## config.mk

```make
export PLATFORM = sky130hd
export DESIGN_NAME = fft_stage_sequencer
export DESIGN_NICKNAME = d
export VERILOG_FILES = /design/src/rtl/fft_pkg.sv /design/src/rtl/fft_bf_addr.sv /design/src/rtl/fft_stage_sequencer.sv
export SDC_FILE = /design/constraint.sdc
export NUM_CORES = 1
export LEC_CHECK = 0
export CAP_MARGIN = 40
export CORE_MARGIN = 4
export CORE_UTILIZATION = 59
export CTS_BUF_LIST = sky130_fd_sc_hd__clkbuf_8
export CTS_CLUSTER_DIAMETER = 50
export DETAILED_ROUTE_END_ITERATION = 8
export MAX_ROUTING_LAYER = met4
export PLACE_DENSITY = 0.92
export SYNTH_ARGS = -nofsm -noshare
export SYNTH_HDL_FRONTEND = slang
export SYNTH_SLANG_ARGS = --single-unit
```

## constraint.sdc

```tcl
create_clock -name clk -period 9.97 [get_ports clk]
set_clock_uncertainty 0.2 [all_clocks]
set_input_delay 1.994 -clock clk [delete_from_list [all_inputs] [get_ports clk]]
set_output_delay 1.994 -clock clk [all_outputs]
set_load 0.01 [all_outputs]
```

## src/rtl/fft_pkg.sv

```systemverilog
// Shared types and butterfly address arithmetic for the radix-2 DIT FFT sequencer.
// Address helpers are plain integer functions so both RTL and elaboration code can use them.
package fft_pkg;

  typedef enum logic [1:0] {
    IDLE  = 2'd0,
    PRIME = 2'd1,
    RUN   = 2'd2,
    DONE  = 2'd3
  } fft_state_e;

  // Width of the stage counter for a given log2(N).
  function automatic int stage_w(input int n2);
    return (n2 > 1) ? $clog2(n2) : 1;
  endfunction

  function automatic int bf_adr_a(input int s, input int i, input int n2);
    int span;
    int grp;
    int pos;
    span = 1 << s;
    grp  = i >> s;
    pos  = i & (span - 1);
    return ((grp << (s + 1)) | pos) & ((1 << n2) - 1);
  endfunction

  function automatic int bf_adr_b(input int s, input int i, input int n2);
    return (bf_adr_a(s, i, n2) + (1 << s)) & ((1 << n2) - 1);
  endfunction

  // Stages past the last one map to twiddle 0 so a wrapped look-ahead stays harmless.
  function automatic int bf_twiddle(input int s, input int i, input int n2);
    int span;
    int pos;
    if (s >= n2) return 0;
    span = 1 << s;
    pos  = i & (span - 1);
    return (pos << (n2 - 1 - s)) & ((1 << (n2 - 1)) - 1);
  endfunction

endpackage

```

## src/rtl/fft_bf_addr.sv

```systemverilog
// Combinational (stage, index) -> butterfly RAM addresses and twiddle ROM address.
module fft_bf_addr
  import fft_pkg::*;
#(
  parameter int N_2 = 5,
  parameter int S_W = 3
) (
  input  logic [S_W-1:0] s,
  input  logic [N_2-2:0] i,
  output logic [N_2-1:0] adr_a,
  output logic [N_2-1:0] adr_b,
  output logic [N_2-2:0] tw
);

  assign adr_a = N_2'(bf_adr_a(int'(s), int'(i), N_2));
  assign adr_b = N_2'(bf_adr_b(int'(s), int'(i), N_2));
  assign tw    = (N_2 - 1)'(bf_twiddle(int'(s), int'(i), N_2));

endmodule

```

## src/rtl/fft_stage_sequencer.sv

```systemverilog
// Stage/index sequencer for the in-place ping-pong radix-2 DIT FFT: one butterfly per clock,
// RAM addresses for the current butterfly, twiddle address one butterfly ahead.
module fft_stage_sequencer
  import fft_pkg::*;
#(
  parameter int width = 16,
  parameter int N_2   = 5
) (
  input  logic           clk,
  input  logic           reset,
  input  logic           start,
  output logic           busy,
  output logic           done,
  output logic           rdsel,
  output logic           we0,
  output logic           we1,
  output logic [N_2-1:0] adr0a,
  output logic [N_2-1:0] adr0b,
  output logic [N_2-1:0] adr1a,
  output logic [N_2-1:0] adr1b,
  output logic [N_2-2:0] twiddleadr,
  output logic           result_sel
);

  localparam int             S_W    = stage_w(N_2);
  localparam logic [S_W-1:0] S_LAST = S_W'(N_2 - 1);
  localparam logic [N_2-2:0] I_LAST = '1;

  if (N_2 < 2 || width < 1) begin : g_param_chk
    $error("fft_stage_sequencer: needs N_2 >= 2 and width >= 1");
  end

  fft_state_e     state;
  logic [S_W-1:0] s_cnt;
  logic [N_2-2:0] i_cnt;
  logic [S_W-1:0] s_nxt;
  logic [N_2-2:0] i_nxt;
  logic           last_bf;

  logic [N_2-1:0] cur_adr_a;
  logic [N_2-1:0] cur_adr_b;
  logic [N_2-2:0] cur_tw;
  logic [N_2-1:0] nxt_adr_a;
  logic [N_2-1:0] nxt_adr_b;
  logic [N_2-2:0] nxt_tw;
  logic           unused_nxt_adr;

  assign last_bf = (s_cnt == S_LAST) && (i_cnt == I_LAST);
  assign i_nxt   = i_cnt + 1'b1;
  assign s_nxt   = (i_cnt == I_LAST) ? s_cnt + 1'b1 : s_cnt;

  fft_bf_addr #(.N_2(N_2), .S_W(S_W)) u_cur_addr (
    .s     (s_cnt),
    .i     (i_cnt),
    .adr_a (cur_adr_a),
    .adr_b (cur_adr_b),
    .tw    (cur_tw)
  );

  fft_bf_addr #(.N_2(N_2), .S_W(S_W)) u_nxt_addr (
    .s     (s_nxt),
    .i     (i_nxt),
    .adr_a (nxt_adr_a),
    .adr_b (nxt_adr_b),
    .tw    (nxt_tw)
  );

  // The look-ahead instance only supplies the twiddle prefetch.
  assign unused_nxt_adr = ^{nxt_adr_a, nxt_adr_b};

  always_ff @(posedge clk) begin
    if (reset) begin
      state <= IDLE;
      s_cnt <= '0;
      i_cnt <= '0;
    end else begin
      case (state)
        IDLE, DONE: begin
          if (start) begin
            state <= PRIME;
            s_cnt <= '0;
            i_cnt <= '0;
          end
        end
        PRIME: state <= RUN;
        RUN: begin
          if (last_bf) begin
            state <= DONE;
            s_cnt <= '0;
            i_cnt <= '0;
          end else begin
            s_cnt <= s_nxt;
            i_cnt <= i_nxt;
          end
        end
        default: state <= IDLE;
      endcase
    end
  end

  always_comb begin
    busy       = 1'b0;
    done       = 1'b0;
    rdsel      = 1'b0;
    we0        = 1'b0;
    we1        = 1'b0;
    adr0a      = '0;
    adr0b      = '0;
    twiddleadr = '0;
    case (state)
      // Counters sit at (0,0) in PRIME, so the current instance yields tw(0,0).
      PRIME: begin
        busy       = 1'b1;
        twiddleadr = cur_tw;
      end
      RUN: begin
        busy       = 1'b1;
        rdsel      = s_cnt[0];
        we0        = s_cnt[0];
        we1        = ~s_cnt[0];
        adr0a      = cur_adr_a;
        adr0b      = cur_adr_b;
        twiddleadr = last_bf ? '0 : nxt_tw;
      end
      DONE:    done = 1'b1;
      default: ;
    endcase
  end

  assign adr1a      = adr0a;
  assign adr1b      = adr0b;
  assign result_sel = (N_2 % 2) == 1;

endmodule
```

==> impl_metrics.py <==
metrics = {
    "clock_network": {
        "h-tree-depth": 1,
        "cts_root_buf": "clkbuf_8",
        "clockBufferDepth": 2,
        "cts_hold_buf": 0,
        "cts_tree": "built",
        "clock-sinks": 9,
        "ctsResizeCount": 0,
        "cts_buffers": 3,
        "clkTransAtPathRegs_ps": 50,
        "worstSkewPairLatency_ps": 230,
        "postCtsSetupRepairBufs": 0,
    },
    "timing": {
        "worst_pin_slew_ps": 644,
        "fin_crit_sh_pct": 66.9,
        "rsz0062_at_grt": "no",
        "setup_viol": 0,
        "totalNegativeSetupSlack_ps": 0,
        "max_freq_mhz": 150,
        "layout_min_cycle_time_ps": 6670,
        "slew_violations": 0,
        "hold_viol": 0,
        "timing.hold.ws_ps": 375,
        "slew_headroom_pct": 57.0,
    },
    "critical_path": {
        "cp.arrival_ps": 4470,
        "r2r_slack_ps": 7300,
        "crit_family": "adder cells",
        "critPathKind": "reg -> out",
        "worstPathRequired_ps": 7780,
        "cp_num_buf_inv": 4,
        "cp-start-kind": "register",
        "cp_slowest_cell": "dfxtp_1",
        "path_max_fanout": 18,
        "cpPeakStageDelay_ps": 730,
        "worst_setup_path_end_kind": "output pin",
        "cp_cell_sequence": "inv_1 -> ha_1 -> ha_1 -> inv_1 -> ha_1 -> nor2b_1 -> a21o_1 -> inv_1 -> fa_1 -> nor2b_1 -> o21ai_0 -> and3_1 -> o211ai_1 -> nor3b_2 -> clkdlybuf4s50_1",
    },
    "yosys": {
        "synthesis.nets": 255,
        "avgSynthCellArea_um2": 7.53,
        "synth_edf_count": 0,
        "synth_warnings": 0,
        "synth.yosys.seq_area_share_pct": 10.3,
        "syn_area_mm2": 0.00175,
        "synth_flop_cell": "dfxtp_1",
        "ys_seq_elements": 9,
        "syn_inst": 232,
        "postSynth.asyncResetShare_pct": 0,
        "synth_cell_type_count": 64,
    },
    "layout": {
        "drive_above_1_share_pct": 8.16,
        "layout_common_cells": "clkdlybuf4s50_1 (31), nor2_1 (22), inv_1 (19), ha_1 (19), nand2_1 (16)",
        "fillers": 233,
        "nets": 269,
        "syn2layout_area_growth_pct": 12.4,
        "antennaDiodeCount": 0,
        "final_common_cell": "clkdlybuf4s50_1",
    },
    "detailed_routing": {
        "drt_first_pass_iters": 5,
        "vias_per_cell": 6.45,
        "vias": 1780,
        "drtIter0Drc": 158,
        "ant_nets": 0,
        "drc": 0,
        "avgRoutedWirePerCell_um": 17.2,
        "wirelength_um": 4740,
    },
    "floorplan": {
        "num_rows": 19,
        "die_area_mm2": 0.00390,
        "io_pins": 33,
        "placeableCoreArea_mm2": 0.00278,
        "die-width_um": 62.4,
        "start_util_pct": 62.8,
        "die_h_um": 62.4,
    },
    "power": {
        "irDropWorstVdd_uv": 171,
        "pwr_density_cell_mw_per_mm2": 101,
        "p_leak_nw": 0.781,
        "total_power_mw": 0.199,
    },
    "run_status": {
        "status": "finished clean",
    },
    "global_route": {
        "antenna_found_initial": 0,
        "grt_first_pass_wirelength_um": 8170,
        "grt_max_degree": 27,
        "gr-total-overflow": 0,
        "grt_pass1_vias": 1737,
        "track_usage_pct": 25.4,
    },
    "place": {
        "hpwl_um": 3700,
        "io_buffer_count": 31,
        "place.gp.congestion": 0.987,
    },
    "worst_hold_path": {
        "hp-class": "reg -> reg",
    },
    "run": {
        "drv_cap": 0,
    },
}
-- stage by stage --
stage                     util [%]  setup slack (ps)  cells  area [um2]
after floorplan                  -              4730    232        1750
after detailed placement      68.9              3630    272        1920
after global routing          70.6              3020    276        1960
after global placement        68.9              3850    272        1920
after CTS                     70.6              3370    276        1960
final                         70.6              3300    276        1960
-- final timing paths --
check,start,to,cells after the start
worst max register to register,s_cnt[1]$_SDFFE_PP0P_,i_cnt[3]$_SDFFE_PP0P_,8
worst max-delay path,s_cnt[1]$_SDFFE_PP0P_,adr0b[4],15
worst min register to register,state[1]$_SDFFE_PP0P_,state[1]$_SDFFE_PP0P_,2
worst min-delay path,state[1]$_SDFFE_PP0P_,state[1]$_SDFFE_PP0P_,2
-- logic make-up after synthesis --
group,after synthesis,synth area share (%)
xor gates and xnor gates,8,5.09
buffers and inverters,43,15.0
muxes,7,4.30
and+or+nand+nor,82,25.1
AOI/OAI and AO/OA,62,25.3
DFF,9,10.3
other,1,0.215
adders and majority gates,20,14.8
-- worst min-delay path, stage by stage (launching register included) --
cell and delay, ps:
dfxtp_1 380, a22oi_1 80, nor2_1 80
-- Yosys cell counts (all sizes together), types with 4 or more instances --
master,number,share of area [%]
a21o,4,1.7
a21oi,14,4.2
a22oi,5,2.1
a31oi,4,1.4
and2,5,1.8
buf,19,8.7
clkbuf,4,2.0
dfxtp,9,10
ha,19,14
inv,20,4.3
mux2i,6,3.7
nand2,16,3.4
nand2b,5,2.4
nand3,9,2.9
nor2,22,4.7
nor2b,6,2.1
nor3,5,1.4
o21ai,12,3.7
o31ai,4,1.7
xnor2,5,3.6
-- sequential cells by signal, summed over array words and instances, names as in the netlist --
name,flops
i_cnt,4
s_cnt,3
state,2
-- layout make-up --
cell class / instances / area, um2 / share of cell area [%]
multi-input cells: 180 / 1310 / 66.5
repair buffers: 32 / 318 / 16.2
flip-flops and latches: 9 / 180 / 9.18
inverters: 20 / 75.1 / 3.82
clock buffers: 3 / 41.3 / 2.10
well taps: 31 / 38.8 / 1.98
clock inverters: 1 / 5.00 / 0.255
-- metal layers --
metal | vias to the layer above | routed length [um] | global-route usage [%]
met5 | - | 0 | -
met4 | 0 | 70 | 6.90
met3 | 11 | 356 | 2.88
met2 | 89 | 2300 | 41.6
met1 | 842 | 2010 | 32.9
li1 | 838 | - | -
-- where the power goes --
part	switching, mW	internal [mW]
combinational	0.0637	0.0439
clock	0.0147	0.0273
sequential	0.00795	0.0413
Power figures use the tool's default switching activity.
